--- config.mk ---
export PLATFORM = sky130hd
export DESIGN_NAME = fetch_pc
export DESIGN_NICKNAME = d
export VERILOG_FILES = /design/src/rtl/fetch_pkg.sv /design/src/rtl/fetch_ctrl_fsm.sv /design/src/rtl/fetch_pc.sv
export SDC_FILE = /design/constraint.sdc
export NUM_CORES = 1
export LEC_CHECK = 0
export ABC_AREA = 1
export ABC_CLOCK_PERIOD_IN_PS = 1800
export CORE_MARGIN = 8
export CORE_UTILIZATION = 35
export CTS_CLUSTER_DIAMETER = 80
export DETAILED_ROUTE_END_ITERATION = 8
export PLACE_DENSITY = 0.65
export SKIP_LAST_GASP = 1
export SLEW_MARGIN = 20
export SYNTH_ARGS = -nofsm -noshare
export SYNTH_HDL_FRONTEND = slang
export SYNTH_SLANG_ARGS = --single-unit
--- constraint.sdc ---
create_clock -name clk -period 1.8 [get_ports clk]
set_input_delay 0.36 -clock clk [delete_from_list [all_inputs] [get_ports clk]]
set_output_delay 0.36 -clock clk [all_outputs]
set_load 0.02 [all_outputs]
--- src/rtl/fetch_pkg.sv ---
// Shared definitions for the fetch stage: controller state encoding, the
// default NOP instruction, the PC increment and a word-align helper.
package fetch_pkg;

  typedef enum logic [1:0] {
    BOOT  = 2'd0,
    RUN   = 2'd1,
    FLUSH = 2'd2
  } fetch_state_e;

  // addi x0, x0, 0
  localparam logic [31:0] DEFAULT_NOP_INSTR = 32'h0000_0013;

  localparam logic [31:0] PC_INC = 32'd4;

  function automatic logic [31:0] word_align(input logic [31:0] addr);
    return {addr[31:2], 2'b00};
  endfunction

endpackage

--- src/rtl/fetch_ctrl_fsm.sv ---
// Fetch control FSM: owns the state register and derives the registered
// valid flag and the combinational imem stop.
//
// Ports:
//   clk, rst_n  - clock, synchronous active-low reset
//   ready_i     - decode accepts the current pair
//   redirect_i  - taken branch/jump/trap this cycle
//   valid_o     - instruction/PC pair valid to decode (registered)
//   stop_o      - freeze imem output register
//
// state | meaning
// ------+--------------------------------------------------------------
// BOOT  | one cycle after reset; RESET_PC is on the imem address
// RUN   | imem data matches pc_q; pair is valid, advance on ready
// FLUSH | imem data is from a pre-redirect address; target being issued
module fetch_ctrl_fsm
  import fetch_pkg::*;
(
  input  logic clk,
  input  logic rst_n,
  input  logic ready_i,
  input  logic redirect_i,
  output logic valid_o,
  output logic stop_o
);

  fetch_state_e state_q;
  logic         valid_q;

  always_ff @(posedge clk) begin
    if (!rst_n) begin
      state_q <= BOOT;
      valid_q <= 1'b0;
    end else if (redirect_i) begin
      // Redirect wins from any state, including FLUSH (re-flush).
      state_q <= FLUSH;
      valid_q <= 1'b0;
    end else begin
      unique case (state_q)
        BOOT, RUN, FLUSH: begin
          state_q <= RUN;
          valid_q <= 1'b1;
        end
        default: begin
          state_q <= BOOT;
          valid_q <= 1'b0;
        end
      endcase
    end
  end

  assign valid_o = valid_q;
  // A redirect overrides a stall so the target can be issued immediately.
  assign stop_o  = (state_q == RUN) & ~ready_i & ~redirect_i;

endmodule

--- src/rtl/fetch_pc.sv ---
// Program counter and fetch control ahead of a registered instruction memory.
// Pairs each returned imem word with the PC that fetched it and hands the
// pair to decode over valid/ready; handles stalls, redirect with one-cycle
// flush, misaligned-redirect and out-of-range faults, and an accept counter.
//
// Ports:
//   clk, rst_n        - clock, synchronous active-low reset
//   o_imem_addr       - imem byte address (from next-PC register)
//   o_imem_stop       - freeze imem output register during a stall
//   i_imem_data       - imem word for last cycle's address
//   o_valid, i_ready  - decode handshake
//   o_instr, o_pc     - instruction and its PC
//   i_redirect(_pc)   - redirect request and target
//   o_fault_misalign  - pulse the cycle after a misaligned redirect
//   o_fault_oob       - valid pair whose PC is beyond IMEM_DEPTH
//   o_fetch_cnt       - number of accepted instructions (wraps)
module fetch_pc
  import fetch_pkg::*;
#(
  parameter logic [31:0] RESET_PC   = 32'h0000_0000,
  parameter int unsigned IMEM_DEPTH = 2048,
  parameter logic [31:0] NOP_INSTR  = DEFAULT_NOP_INSTR
) (
  input  logic        clk,
  input  logic        rst_n,
  output logic [31:0] o_imem_addr,
  output logic        o_imem_stop,
  input  logic [31:0] i_imem_data,
  output logic        o_valid,
  input  logic        i_ready,
  output logic [31:0] o_instr,
  output logic [31:0] o_pc,
  input  logic        i_redirect,
  input  logic [31:0] i_redirect_pc,
  output logic        o_fault_misalign,
  output logic        o_fault_oob,
  output logic [31:0] o_fetch_cnt
);

  logic        valid;
  logic        stop;
  logic        oob;

  // next_pc_q: address being issued to imem; pc_q: address issued last cycle.
  logic [31:0] next_pc_q, next_pc_d;
  logic [31:0] pc_q, pc_d;
  logic [31:0] fetch_cnt_q, fetch_cnt_d;
  logic        misalign_q, misalign_d;

  fetch_ctrl_fsm u_ctrl (
    .clk        (clk),
    .rst_n      (rst_n),
    .ready_i    (i_ready),
    .redirect_i (i_redirect),
    .valid_o    (valid),
    .stop_o     (stop)
  );

  // BOOT, FLUSH and an accepted RUN cycle all advance the same way, so the
  // only cases are redirect, stall (stop) and advance.
  always_comb begin
    next_pc_d = next_pc_q;
    pc_d      = pc_q;
    if (i_redirect) begin
      next_pc_d = word_align(i_redirect_pc);
    end else if (!stop) begin
      pc_d      = next_pc_q;
      next_pc_d = next_pc_q + PC_INC;
    end
  end

  always_comb begin
    fetch_cnt_d = fetch_cnt_q;
    if (valid && i_ready && !i_redirect) begin
      fetch_cnt_d = fetch_cnt_q + 32'd1;
    end
  end

  assign misalign_d = i_redirect & (|i_redirect_pc[1:0]);

  always_ff @(posedge clk) begin
    if (!rst_n) begin
      next_pc_q   <= RESET_PC;
      pc_q        <= RESET_PC;
      fetch_cnt_q <= 32'd0;
      misalign_q  <= 1'b0;
    end else begin
      next_pc_q   <= next_pc_d;
      pc_q        <= pc_d;
      fetch_cnt_q <= fetch_cnt_d;
      misalign_q  <= misalign_d;
    end
  end

  assign oob = valid & ({2'b00, pc_q[31:2]} >= 32'(IMEM_DEPTH));

  assign o_imem_addr      = next_pc_q;
  assign o_imem_stop      = stop;
  assign o_valid          = valid;
  assign o_pc             = pc_q;
  // Out-of-range words stay valid so decode can trap, but carry a NOP.
  assign o_instr          = (valid && !oob) ? i_imem_data : NOP_INSTR;
  assign o_fault_oob      = oob;
  assign o_fault_misalign = misalign_q;
  assign o_fetch_cnt      = fetch_cnt_q;

endmodule
======== Yosys cells after proc, flatten, opt, wreduce, memory -nomap -nowiden ========
Index checks and enable logic that the tools add are counted.
word-level totals
  bits in registers ....................... 100
  bits of input ports ..................... 68
  output and inout port bits .............. 132
  logic and storage cells ................. 38
cells by class
  $add $sub $neg .......................... 2
  order comparisons ....................... 1
  equal/unequal tests ..................... 3
  mux-type cells .......................... 6
  bitwise operators ....................... 8
  reductions and logical operators ........ 10
operator list
  kind                     number
  $mux W32                 3
  $add A32 B1 Y32 const B  1
  $add A32 B3 Y32 const B  1
  $ge A30 B12 Y1 const B   1
  $and A1 B1 Y1            4
  $not A1 Y1               4
  $reduce_or A2 Y1         2
  $logic_and A1 B1 Y1      3
  $reduce_or A3 Y1         1
  $eq A2 B1 Y1 const B     1
  $eq A2 B2 Y1 const B     1
  $logic_not A1 Y1         2
  $logic_not A2 Y1         1
  $mux W1                  2
  $mux W2                  1
  $ne A2 B2 Y1 const B     1
  $reduce_and A2 Y1        1

======== Logic depth before layout (Yosys ltp) ========
  depth after elaboration ................. 5
  mapped depth ............................ 11
  gate-level depth less buffers ........... 11

======== Cells and area by module ========
From an unflattened synthesis, not the netlist that was laid out.
unflattened totals
  cell total of the unflattened synthesis .. 860
  area total of the unflattened synthesis .. 5313.8 sq um
by module, submodules not included
  module          instances  cells each  area each (sq um)  sequential area each (sq um)
  fetch_pc        1          846         5221.3             1861.8
  fetch_ctrl_fsm  1          14          92.6               40.0

======== Worst setup path before layout ========
OpenSTA, ideal clock, no wires.
  kind .................................... reg-to-output
  start ................................... register pc_q[24], in the netlist o_pc[24]
  end ..................................... output port o_instr[21]
  arrival ................................. 1580 ps
  data required time ...................... 1440 ps
  setup slack ............................. -140 ps
  cell stages (with the launch flop) ...... 12
  path buffers ............................ 2
  cells stage by stage .................... dfxtp_1 nor2_1 nand2_1 nor2_1 nand4_1 inv_1 nand3_1 inv_1 nand2_1 buf_2 buf_2 nor2_1
on the way
  word-level cells in the longest chain between the ends .. 5
ends and longest elaborated chain
  item                    RTL line         text
  start, declared         fetch_pc.sv:46   logic [31:0] pc_q, pc_d;
  start signal, assigned  fetch_pc.sv:89   pc_q <= pc_d;
  $ge A30 B12 Y1          fetch_pc.sv:95   assign oob = valid & ({2'b00, pc_q[31:2]} >= 32'(IMEM_DEPTH));
  $and A1 B1 Y1           fetch_pc.sv:95
  $logic_not A1 Y1        fetch_pc.sv:102  assign o_instr = (valid && !oob) ? i_imem_data : NOP_INSTR;
  $logic_and A1 B1 Y1     fetch_pc.sv:102
  $mux W32                fetch_pc.sv:102
  end, declared           fetch_pc.sv:31   output logic [31:0] o_instr,
No other way between the ends.

======== Final worst setup path ========
  start ................................... register pc_q[28], in the netlist o_pc[28]
  end ..................................... output port o_instr[15]
The elaborated chain is that of the path after synthesis.

==> results.md <==
- Vias: around 6500
- I/O Buffers: just under 200
- Worst-case vdd ir drop: about 0.42 mV
- Row count: between 40 and 50
- Synth cell types: 37
- Final setup viols: 33
- Power Total: between 5 and 6 mW
- Global Route met3 Usage: 0.0537
- Unrepaired setup endpoints after global routing: yes
- Tightest hold margin: 0.402 ns
- Dominant cells by area after synthesis: dfxtp_1, nand2_1, nor2_1
- Antenna violations before repair: 1
- Violations in the final reports: setup timing
- Leakage: slightly above 4 nW
- Total wire length: around 21000 um
- Commonest non-fill, non-tap cell in the layout: nand2_1
- DRC Markers: 0
- Final hold vios: 0
- Pre-CTS setup slack: -0.563 ns
- Total gr overflow: 0
- Synth warn: 0
- Vias in the first global route: about 6200
- Avg WL per Cell: between 15 and 20 um
- Max-cap violation count: 0
- Layout cells sized above 1: 0.183
- Cell area after synthesis: approximately 5400 um2
- Chip width: between 100 and 150 um
- Yosys top cell by area: dfxtp_1
- Worst setup EP type: output pin
- Gr usage total: 0.209
- Outcome: finished, violations left
- Nets@finish: around 1200
- Max H-tree Level: 3
- DR pass1 iterations: 5
- Yosys top cell area share: 0.350
- Post-Synthesis Cells: between 800 and 900
- Maximum clock rate: between 0.4 and 0.5 GHz
- Mean post-synth cell area: 6.16 um2
- Hold depth: 3
- Top Usage Layer GRT: met2
- Commonest cells after routing, fill and taps aside: nand2_1, nor2_1, clkdlybuf4s50_1, inv_1, dfxtp_1
- CTS tree: yes
- HPWL Detailed: 16400 um
- Critical Path RT: around 1.4 ns
- Final Util: 0.579
- Crit path time final: 2.20 ns
- DR vias/cell: between 4 and 5
- #FFs+latches synth: 95
- CTS Buffer Depth: 2
- CP Data Arrival Time: 1.84 ns
- Ports: 200
- Area of the die: around 20000 um2
- Largest net degree at the start of global routing: 43
- Fillcell total: approximately 1500
- Slew Viols, Final: 0
- Iteration-0 DRC Markers: about 570
- Sink Count: 95
- Reg2Reg Depth: 11
- Fin crit share: 1.22
- M1 GR Usage: 0.267
- Clock skew: between 0.007 and 0.008 ns
- Starting density of the core: 0.358
- Clock latency on the worst-skew pair: about 0.35 ns
- Hold WC Path Type: in -> reg
- Met2 Use GR: 0.326
- Gpl congestion: 0.953
- Total CTS buffers: 9
- Power density cells: roughly 630 nW/um2
- Floorplan core area: 15200 um2
- Root buffer cell: clkbuf_16
- Seq/Total Area, Yosys: 0.350
- Clk slew on worst S/H paths: roughly 0.070 ns
- Die Y: ~140 um
- Setup tns final: -11.29 ns
- Startpoint Class: flop
- P&R area growth vs syn: 61.9%
- CP Class: reg -> out
- Final setup margin: -0.398 ns
- DRT antenna net count: 0
- Critical-path maximum fanout: 7
- First-pass GRT wire length: approximately 33000 um
[synthesized netlist by cell type, drive strengths merged]
master / number
nand2: 241
nor2: 198
inv: 105
dfxtp: 95
nand3: 59
a21oi: 48
o21ai: 42
buf: 19
clkbuf: 15
nor3: 14
a31oi: 9
nand4: 6
xor2: 6
nand3b: 5
o211ai: 5
a211oi: 4
xnor2: 3
ha: 2
a221oi: 1
a22oi: 1
clkinv: 1
conb: 1
o21a: 1
o21ba: 1
o21bai: 1
[area by class of cell]
| cell class | instances | area (um2) | area share |
|---|---|---|---|
| tap | 188 | 235 | 0.0267 |
| inverter | 106 | 400 | 0.0455 |
| timing repair buffer | 279 | 2740 | 0.312 |
| clock buffer | 10 | 239 | 0.0272 |
| antenna | 1 | 2.50 | 0.000284 |
| clock inverter | 4 | 95.1 | 0.0108 |
| multi-input combinational | 651 | 3170 | 0.360 |
| sequential | 95 | 1920 | 0.218 |
[kinds of logic after synthesis]
logic type / Yosys count / synth area share
AO/OA/AOI/OAI: 113 / 0.113
XOR/XNOR: 9 / 0.0145
adder cells (fa/ha/maj): 2 / 0.00460
buffers and inverters: 140 / 0.104
flip-flops: 95 / 0.350
other: 1 / 0.000690
AND/OR/NAND/NOR: 523 / 0.413
[power breakdown]
group | internal [mW] | total [mW] | leakage, nW | switching [mW]
logic | 0.481 | 1.02 | 3.11 | 0.543
clock network | 1.38 | 2.20 | 0.164 | 0.817
registers | 2.20 | 2.29 | 0.783 | 0.0918
[path summary, 6_finish.rpt]
check	startpoint	to	slack, ns
setup / recovery	o_pc[28]	o_instr[15]	-0.40
hold / removal	rst_n	o_imem_addr[5]	0.40
setup reg to reg	o_imem_addr[3]	o_imem_addr[30]	0.07
hold reg to reg	u_ctrl.state_q[1]	u_ctrl.valid_o	0.44
[per-layer routing]
layer	routed length, um	part of all wire	vias to the layer above
li1	-	-	3279
met1	9450	0.45	2920
met2	9310	0.44	266
met3	1710	0.081	32
met4	563	0.027	0
met5	0	0	-
[sequential cells by signal, summed over array words and instances (netlist names)]
register and flops:
o_fetch_cnt 32, o_fault_misalign 1, u_ctrl.valid_o 1, u_ctrl.state_q 1
o_imem_addr 30, o_pc 30
[per-stage QoR]
stage,instance area [um2],std cells
2_1_floorplan,5540,886
3_3_place_gp,8180,1315
3_5_place_dp,8180,1315
4_1_cts,8530,1331
5_1_grt,8800,1334
6_report,8800,1334
[critical path: stages, from the launching register on]
cell       delay (ns)
dfxtp_2          0.32
nor2_1           0.09
nand2_1          0.07
nor2_2           0.12
nand4_1          0.11
inv_1            0.08
nand3_2          0.10
inv_4            0.11
nand2_8          0.09
clkbuf_16        0.18
nor2_2           0.10
buf_6            0.13
[timing repair]
| action | 4_1_cts | 5_1_grt |
|---|---|---|
| endpoints found under the setup margin | 61 | 73 |
| gates resized for setup | 219 | 83 |
| hold buffers | 0 | 0 |
| pin swaps | 2 | 9 |
| buffers inserted | 0 | 2 |
| hold endpoints to repair | 0 | 0 |
| cloned | 2 | 1 |
No activity file was read; power rests on OpenSTA's default activity.
